File: config.mk
export PLATFORM = sky130hd
export DESIGN_NAME = key_conditioner_flat
export DESIGN_NICKNAME = d
export VERILOG_FILES = /design/src/rtl/key_conditioner_pkg.sv /design/src/rtl/key_conditioner_if.sv /design/src/rtl/key_conditioner_channel.sv /design/src/rtl/key_conditioner.sv /design/src/flat_wrapper.sv
export SDC_FILE = /design/constraint.sdc
export NUM_CORES = 1
export LEC_CHECK = 0
export BUFFER_PORTS_ARGS = -buffer_cell sky130_fd_sc_hd__buf_2
export CAP_MARGIN = 20
export CORE_UTILIZATION = 60
export CTS_CLUSTER_DIAMETER = 150
export DETAILED_ROUTE_END_ITERATION = 10
export PLACE_DENSITY = 0.74
export SLEW_MARGIN = 20
export SYNTH_ARGS = -nofsm -noshare
export SYNTH_HDL_FRONTEND = slang
export SYNTH_SLANG_ARGS = --single-unit
File: constraint.sdc
create_clock -name clk -period 32.4 [get_ports clk]
set_clock_uncertainty 0.2 [all_clocks]
set_input_delay 6.48 -clock clk [delete_from_list [all_inputs] [get_ports clk]]
set_output_delay 6.48 -clock clk [all_outputs]
set_load 0.03 [all_outputs]
File: src/rtl/key_conditioner_pkg.sv
// Shared definitions for the key conditioner: per-channel FSM encoding and
// the counter width helper.
package key_pkg;

    typedef enum logic [1:0] {
        ST_REL  = 2'd0,
        ST_HELD = 2'd1,
        ST_LONG = 2'd2
    } key_state_e;

    // Bits needed to count 0 .. n-1, never less than one.
    function automatic int cnt_width(input int n);
        return (n <= 2) ? 1 : $clog2(n);
    endfunction

endpackage

File: src/rtl/key_conditioner_if.sv
// Key pins and conditioned key outputs for the key conditioner.
interface key_conditioner_if #(
    parameter int N_KEYS = 4
);
    logic [N_KEYS-1:0] key_raw_i;
    logic [N_KEYS-1:0] key_level_o;
    logic [N_KEYS-1:0] press_o;
    logic [N_KEYS-1:0] release_o;
    logic [N_KEYS-1:0] long_press_o;
    logic [N_KEYS-1:0] repeat_o;
    logic [N_KEYS-1:0] led_o;

    modport master (
        output key_raw_i,
        input  key_level_o, press_o, release_o, long_press_o, repeat_o, led_o
    );

    modport slave (
        input  key_raw_i,
        output key_level_o, press_o, release_o, long_press_o, repeat_o, led_o
    );
endinterface

File: src/rtl/key_conditioner_channel.sv
// One key channel: synchroniser, debounce, hold FSM with long-press/repeat.
// state   | meaning
// ST_REL  | key released, waiting for an accepted press
// ST_HELD | key held, hold counter running towards the long-press point
// ST_LONG | long press reached, repeat counter running while held
module key_channel
    import key_pkg::*;
#(
    parameter int DEBOUNCE_CYC = 1_000_000,
    parameter int LONG_CYC     = 50_000_000,
    parameter int REPEAT_CYC   = 10_000_000,
    parameter int REPEAT_EN    = 1
) (
    input  logic clk,
    input  logic reset,
    input  logic key_i,
    output logic level_o,
    output logic press_o,
    output logic release_o,
    output logic long_press_o,
    output logic repeat_o
);
    localparam int DW = cnt_width(DEBOUNCE_CYC);
    localparam int HW = cnt_width(LONG_CYC);
    localparam int RW = cnt_width(REPEAT_CYC);
    localparam logic [DW-1:0] DEB_LAST  = DW'(DEBOUNCE_CYC - 1);
    localparam logic [HW-1:0] HOLD_LAST = HW'(LONG_CYC - 1);
    localparam logic [RW-1:0] REP_LAST  = RW'(REPEAT_CYC - 1);

    logic [1:0]    sync_q;
    logic          level_q, level_d;
    logic [DW-1:0] deb_q, deb_d;
    logic [HW-1:0] hold_q, hold_d;
    logic [RW-1:0] rep_q, rep_d;
    key_state_e    state_q, state_d;
    logic          press_q, press_d, release_q, release_d;
    logic          long_q, long_d, repeat_q, repeat_d;
    logic          accept;

    always_ff @(posedge clk or posedge reset) begin
        if (reset) begin
            sync_q    <= 2'b00;
            level_q   <= 1'b0;
            deb_q     <= '0;
            hold_q    <= '0;
            rep_q     <= '0;
            state_q   <= ST_REL;
            press_q   <= 1'b0;
            release_q <= 1'b0;
            long_q    <= 1'b0;
            repeat_q  <= 1'b0;
        end else begin
            sync_q    <= {sync_q[0], key_i};
            level_q   <= level_d;
            deb_q     <= deb_d;
            hold_q    <= hold_d;
            rep_q     <= rep_d;
            state_q   <= state_d;
            press_q   <= press_d;
            release_q <= release_d;
            long_q    <= long_d;
            repeat_q  <= repeat_d;
        end
    end

    always_comb begin
        level_d   = level_q;
        deb_d     = deb_q;
        accept    = 1'b0;
        state_d   = state_q;
        hold_d    = hold_q;
        rep_d     = rep_q;
        press_d   = 1'b0;
        release_d = 1'b0;
        long_d    = 1'b0;
        repeat_d  = 1'b0;

        if (sync_q[1] == level_q) begin
            deb_d = '0;
        end else if (deb_q == DEB_LAST) begin
            accept  = 1'b1;
            level_d = ~level_q;
            deb_d   = '0;
        end else begin
            deb_d = deb_q + DW'(1);
        end

        // level and FSM move in lockstep, so an accept in REL is always a press
        case (state_q)
            ST_REL: begin
                if (accept) begin
                    state_d = ST_HELD;
                    press_d = 1'b1;
                    hold_d  = '0;
                end
            end
            ST_HELD: begin
                if (accept) begin
                    state_d   = ST_REL;
                    release_d = 1'b1;
                    hold_d    = '0;
                    rep_d     = '0;
                end else if (hold_q == HOLD_LAST) begin
                    state_d = ST_LONG;
                    long_d  = 1'b1;
                    rep_d   = '0;
                end else begin
                    hold_d = hold_q + HW'(1);
                end
            end
            ST_LONG: begin
                if (accept) begin
                    state_d   = ST_REL;
                    release_d = 1'b1;
                    hold_d    = '0;
                    rep_d     = '0;
                end else if (REPEAT_EN != 0) begin
                    if (rep_q == REP_LAST) begin
                        repeat_d = 1'b1;
                        rep_d    = '0;
                    end else begin
                        rep_d = rep_q + RW'(1);
                    end
                end
            end
            default: state_d = ST_REL;
        endcase
    end

    assign level_o      = level_q;
    assign press_o      = press_q;
    assign release_o    = release_q;
    assign long_press_o = long_q;
    assign repeat_o     = repeat_q;
endmodule

File: src/rtl/key_conditioner.sv
// N-channel push-button conditioner: input polarity normalisation, per-key
// channels and a registered LED indicator of the debounced level.
module key_conditioner
    import key_pkg::*;
#(
    parameter int N_KEYS         = 4,
    parameter int KEY_ACTIVE_LOW = 1,
    parameter int LED_ACTIVE_LOW = 1,
    parameter int DEBOUNCE_CYC   = 1_000_000,
    parameter int LONG_CYC       = 50_000_000,
    parameter int REPEAT_CYC     = 10_000_000,
    parameter int REPEAT_EN      = 1
) (
    input logic               clk,
    input logic               reset,
    key_conditioner_if.slave  kif
);
    localparam logic [N_KEYS-1:0] LED_OFF = (LED_ACTIVE_LOW != 0) ? '1 : '0;

    logic [N_KEYS-1:0] key_n;
    logic [N_KEYS-1:0] level_v, press_v, release_v, long_v, repeat_v;
    logic [N_KEYS-1:0] led_q, led_d;

    assign key_n = (KEY_ACTIVE_LOW != 0) ? ~kif.key_raw_i : kif.key_raw_i;

    for (genvar g = 0; g < N_KEYS; g++) begin : g_ch
        key_channel #(
            .DEBOUNCE_CYC (DEBOUNCE_CYC),
            .LONG_CYC     (LONG_CYC),
            .REPEAT_CYC   (REPEAT_CYC),
            .REPEAT_EN    (REPEAT_EN)
        ) u_ch (
            .clk          (clk),
            .reset        (reset),
            .key_i        (key_n[g]),
            .level_o      (level_v[g]),
            .press_o      (press_v[g]),
            .release_o    (release_v[g]),
            .long_press_o (long_v[g]),
            .repeat_o     (repeat_v[g])
        );
    end

    assign led_d = (LED_ACTIVE_LOW != 0) ? ~level_v : level_v;

    always_ff @(posedge clk or posedge reset) begin
        if (reset) led_q <= LED_OFF;
        else       led_q <= led_d;
    end

    assign kif.key_level_o  = level_v;
    assign kif.press_o      = press_v;
    assign kif.release_o    = release_v;
    assign kif.long_press_o = long_v;
    assign kif.repeat_o     = repeat_v;
    assign kif.led_o        = led_q;
endmodule

File: src/flat_wrapper.sv
// flat-port wrapper written by rule: the top's interface ports become plain ports
module key_conditioner_flat import key_pkg::*;
#(
    parameter int N_KEYS         = 4,
    parameter int KEY_ACTIVE_LOW = 1,
    parameter int LED_ACTIVE_LOW = 1,
    parameter int DEBOUNCE_CYC   = 1_000_000,
    parameter int LONG_CYC       = 50_000_000,
    parameter int REPEAT_CYC     = 10_000_000,
    parameter int REPEAT_EN      = 1
)
  (clk, reset, kif_key_raw_i, kif_key_level_o, kif_press_o, kif_release_o, kif_long_press_o, kif_repeat_o, kif_led_o);
  key_conditioner_if #(.N_KEYS(N_KEYS)) kif_i ();
  input logic clk;
  input logic reset;
  input wire logic [$bits(kif_i.key_raw_i)-1:0] kif_key_raw_i;
  output wire logic [$bits(kif_i.key_level_o)-1:0] kif_key_level_o;
  output wire logic [$bits(kif_i.press_o)-1:0] kif_press_o;
  output wire logic [$bits(kif_i.release_o)-1:0] kif_release_o;
  output wire logic [$bits(kif_i.long_press_o)-1:0] kif_long_press_o;
  output wire logic [$bits(kif_i.repeat_o)-1:0] kif_repeat_o;
  output wire logic [$bits(kif_i.led_o)-1:0] kif_led_o;
  assign kif_i.key_raw_i = kif_key_raw_i;
  assign kif_key_level_o = kif_i.key_level_o;
  assign kif_press_o = kif_i.press_o;
  assign kif_release_o = kif_i.release_o;
  assign kif_long_press_o = kif_i.long_press_o;
  assign kif_repeat_o = kif_i.repeat_o;
  assign kif_led_o = kif_i.led_o;
  key_conditioner #(.N_KEYS(N_KEYS), .KEY_ACTIVE_LOW(KEY_ACTIVE_LOW), .LED_ACTIVE_LOW(LED_ACTIVE_LOW), .DEBOUNCE_CYC(DEBOUNCE_CYC), .LONG_CYC(LONG_CYC), .REPEAT_CYC(REPEAT_CYC), .REPEAT_EN(REPEAT_EN)) u_core (.clk(clk), .reset(reset), .kif(kif_i));
endmodule
After elaboration in Yosys (flattened, before gate mapping) --
Index checks and enable logic that the tools add are counted.
Word-level totals: flip-flop bits (word level) 320, bits of input ports 6, output and inout bits 24, logic and storage cells 251
Cells by class: add/sub/neg operators 12, eq/ne operators 44, muxes and demuxes 108, bitwise logic cells 10, reduce and logical (&&, ||, !) cells 36
Operator list (count):
- $mux 24 | 16
- $mux 26 | 12
- $pmux 26 s2 | 4
- $pmux 24 s2 | 4
- $mux 20 | 8
- $add 26x1->26 const B | 4
- $eq 26x26->1 const B | 4
- $add 24x1->24 const B | 4
- $eq 24x24->1 const B | 4
- $add 20x1->20 const B | 4
- $eq 20x20->1 const B | 4
- $mux 1 | 44
- $mux 2 | 16
- $ne 3x3->1 const B | 8
- $pmux 2 s3 | 4
- $reduce_and 3->1 | 8
- $ne 2x2->1 const B | 8
- $reduce_and 2->1 | 8
- $reduce_bool 2->1 | 8
- $reduce_or 2->1 | 8
- $eq 2x1->1 const B | 4
- $eq 2x2->1 const B | 4
- $logic_not 2->1 | 4
- $ne 2x1->1 const B | 4
- other kinds (3) | 14

Longest topological paths before layout --
word-level depth 5, depth in mapped cells 10, gate-level depth less buffers 8

By module --
A second synthesis with hierarchy kept.
Second synthesis, totals: cell total of the unflattened synthesis 1965, area, all modules 17464.2 um^2
By module, submodules not included:
- key_channel at u_core.g_ch[0].u_ch ... | instances 3, cells each 490, area each 4311.6 um^2, sequential area each 1976.9 um^2
- key_channel at u_core.g_ch[3].u_ch | instances 1, cells each 482, area each 4390.5 um^2, sequential area each 1976.9 um^2
- key_conditioner | instances 1, cells each 13, area each 138.9 um^2, sequential area each 105.1 um^2

Worst setup path after synthesis --
OpenSTA, ideal clock, no wires.
kind flip-flop to output port, from register u_core.led_q[0] (netlist: u_core.kif.led_o[0]), to output kif_led_o[0], data arrival time 0.588 ns, data required time 25.720 ns, slack 25.132 ns, cell stages (with the launch flop) 1, buffers on the path 0, path through dfstp_2
RTL lines:
- start, declared | line key_conditioner.sv:22 | logic [N_KEYS-1:0] led_q, led_d;
- start signal, assigned | line key_conditioner.sv:48 | else led_q <= led_d;
- end, declared | line flat_wrapper.sv:22 | output wire logic [$bits(kif_i.led_o)-1:0] kif_led_o;
No word-level cell between the ends.

Final worst setup path --
from register u_core.led_q[2] (netlist: u_core.kif.led_o[2]), to output kif_led_o[2]
No word-level cell between the ends.

==> results.sh <==
export IMPL_drv_slew=0
export IMPL_initialDrtViolationCount=1419
export IMPL_numPortBuffers=29
export IMPL_grt_pass1_wl_um=64300
export IMPL_final_cells=2301
export IMPL_ys_ff_latch=320
export IMPL_cts_tree="done"
export IMPL_setup_tns_final_ps=0
export IMPL_rsz0062_at_grt="false"
export IMPL_grt_use_met1_pct=36.2
export IMPL_hold_viol_final=0
export IMPL_finalSetupViolCount=0
export IMPL_powerDensity_mw_per_mm2=43.3
export IMPL_grt_use_met3_pct=3.41
export IMPL_antenna_found_initial=0
export IMPL_cp_data_required_time_ps=25720
export IMPL_die_h_um=172
export IMPL_hold_ws_ps=149
export IMPL_top_usage_layer="met2"
export IMPL_critical_path_class="reg -> out"
export IMPL_worstMarginPinSlew_ps=1070
export IMPL_drive_gt1_share_pct=7.64
export IMPL_p_leak_uw=0.00775
export IMPL_use_met2_pct=43.0
export IMPL_cts_resized=0
export IMPL_remaining_drc_errors=0
export IMPL_design_area_mm2=0.0187
export IMPL_cts_sinks=320
export IMPL_num_vias=14400
export IMPL_cts_buffers=36
export IMPL_synth_enable_flop_cells=0
export IMPL_mostFrequentLayoutCells="dfrtp_1 (316), nor2_1 (173), o21ai_0 (164)"
export IMPL_first_pass_iters=7
export IMPL_p_switching_uw=171
export IMPL_power_frac_seq_pct=49.7
export IMPL_grt_overflow_total=0
export IMPL_syn_cell_area_mm2=0.0173
export IMPL_nets=1934
export IMPL_cp_slowest_cell="dfstp_2"
export IMPL_clk_path_buf_depth=3
export IMPL_dp_cells=2240
export IMPL_clock_latency_ps=520
export IMPL_final_common_cell="dfrtp_1"
export IMPL_h_tree_depth=2
export IMPL_syn2layout_area_growth_pct=8.55
export IMPL_clock_fmax_ghz=0.127
export IMPL_antennaDiodeCount=0
export IMPL_grt_max_degree=119
export IMPL_post_cts_buffers=0
export IMPL_dp_hpwl_um=23900
export IMPL_ys_flop_type="dfrtp_1"
export IMPL_crit_path_max_fanout=1
export IMPL_post_synth_top_area_fraction_pct=45.8
export IMPL_coreArea_mm2=0.0281
export IMPL_placed_area_mm2=0.0176
export IMPL_syn_num_nets=1945
export IMPL_cpLargestDelayFamily="flip-flops"
export IMPL_path_cells="buf_2"
export IMPL_wl_per_cell_um=16.1
export IMPL_grt_pass1_vias=13700
export IMPL_critPathLaunchType="flop"
export IMPL_yosysSeqAreaShare_pct=46.4
export IMPL_endpoint_kind="output port"
export IMPL_max_cap_violations=0
export IMPL_r2r_slack_ps=29210
export IMPL_hold_class="reg -> reg"
export IMPL_clockRootBuffer="clkbuf_16"
export IMPL_slew_headroom_pct=28.4
export IMPL_start_util_pct=61.5
export IMPL_gp_congestion=0.835
export IMPL_cp_num_buf_inv=1
export IMPL_peakVddDrop_mv=0.0339
export IMPL_crit_arrival_ps=1210
export IMPL_die_area_mm2=0.0295
export IMPL_ant_nets=0
export IMPL_power_frac_comb_pct=1.6
export IMPL_power_frac_clock_pct=48.7
export IMPL_path_clk_slew_ps=60
export IMPL_synthCells=1911
export IMPL_synth_distinct_cells=76
export IMPL_p_int_uw=640
export IMPL_avgSynthCellArea_um2=9.04
export IMPL_synth_area_leaders="dfrtp_1 (46%), o21ai_0 (4.8%), nand3_1 (4.3%)"
export IMPL_async_flop_share_pct=100
export IMPL_final_min_clock_period_ps=7890
export IMPL_finish_utilization_pct=66.7
export IMPL_gr_usage_all_layers_pct=26.0
export IMPL_hold_buffers=0
export IMPL_cpPeakStageDelay_ps=510
export IMPL_finalCritPeriodShare_pct=24.4
export IMPL_yosys_warnings=0
export IMPL_swShare_pct=21.1
export IMPL_routed_wl_um=37000
export IMPL_rows=61
export IMPL_synth_largest_area_cell="dfrtp_1"
export IMPL_status="completed"
export IMPL_die_w_um=172
export IMPL_viasPerCell=6.26
export IMPL_io_pin_count=30
## worst paths after layout
check,depth (start not counted),from,end
max in group asynchronous,3,reset,u_core.g_ch[1].u_ch.deb_q[5]
min,0,u_core.g_ch[3].u_ch.sync_q[0],u_core.g_ch[3].u_ch.sync_q[1]
max reg2reg,7,u_core.g_ch[2].u_ch.deb_q[0],u_core.g_ch[2].u_ch.rep_q[9]
min in group asynchronous,2,reset,u_core.g_ch[1].u_ch.hold_q[6]
min reg2reg,0,u_core.g_ch[3].u_ch.sync_q[0],u_core.g_ch[3].u_ch.sync_q[1]
max,1,u_core.kif.led_o[2],kif_led_o[2]
## per-stage QoR
step	power, µW	setup WS (ps)
floorplan	420	16870
global placement	423	23960
detailed placement	424	23960
CTS	821	24490
global route	839	24290
finish	811	24510
## metal layers
metal / vias up / share of wire [%]
met4: 0 / 1.6
met2: 340 / 47
met3: 43 / 4.3
met1: 7059 / 47
met5: - / 0
li1: 6969 / -
## state kept, by name, summed over array words and instances (netlist names), 8 cells and up
signal	cells
u_core.g_ch.u_ch.sync_q	8
u_core.g_ch.u_ch.hold_q	104
u_core.g_ch.u_ch.state_q	8
u_core.g_ch.u_ch.rep_q	96
u_core.g_ch.u_ch.deb_q	80
## cell usage after synthesis (8+ instances only)
library cell and instances:
nand2b_1 14, o21ai_0 164, inv_1 79, nor2_1 175, o211ai_1 19, or2_2 16
ha_1 28, and4_1 25, nand3b_1 9, or4_1 15, nor4b_1 12, nor4_1 26
nand4_1 74, and3_1 57, a21oi_1 57, nand3_1 150, clkbuf_1 64, dfrtp_1 316
nor2b_1 15, xnor2_1 33, a41oi_1 8, or3_1 31, nor3_1 55, a21o_1 8
nor3b_1 8, a31oi_1 17, and2_1 20, o41ai_1 9, a22o_1 18, mux2i_1 9
xor2_1 45, buf_4 20, nand2_1 150, o31ai_1 70
## final cells by class
type	count	area, µm²
Clock buffer	52	1030
Clock inverter	9	100
Fill cell	2321	9340
Inverter	79	304
Multi-Input combinational cell	1417	8550
Sequential cell	320	8010
Tap cell	378	473
Timing Repair Buffer	46	273
## kinds of logic after synthesis
family                   share of synthesized area, %
AO/OA/AOI/OAI                                    15.4
XOR/XNOR                                         3.96
adder cells (fa/ha/maj)                          2.03
buffers and inverters                            4.38
flip-flops                                       46.4
multiplexers                                    0.782
AND/OR/NAND/NOR                                  27.0
## power groups by stage
stage	clock network (µW)	registers (µW)	logic, µW
2_1_floorplan	0	410	9.73
3_3_place_gp	0	410	13.4
3_5_place_dp	0	410	13.6
4_1_cts	405	403	13.7
5_1_grt	421	403	15.4
6_report	395	403	12.8
Power figures use the tool's default switching activity.
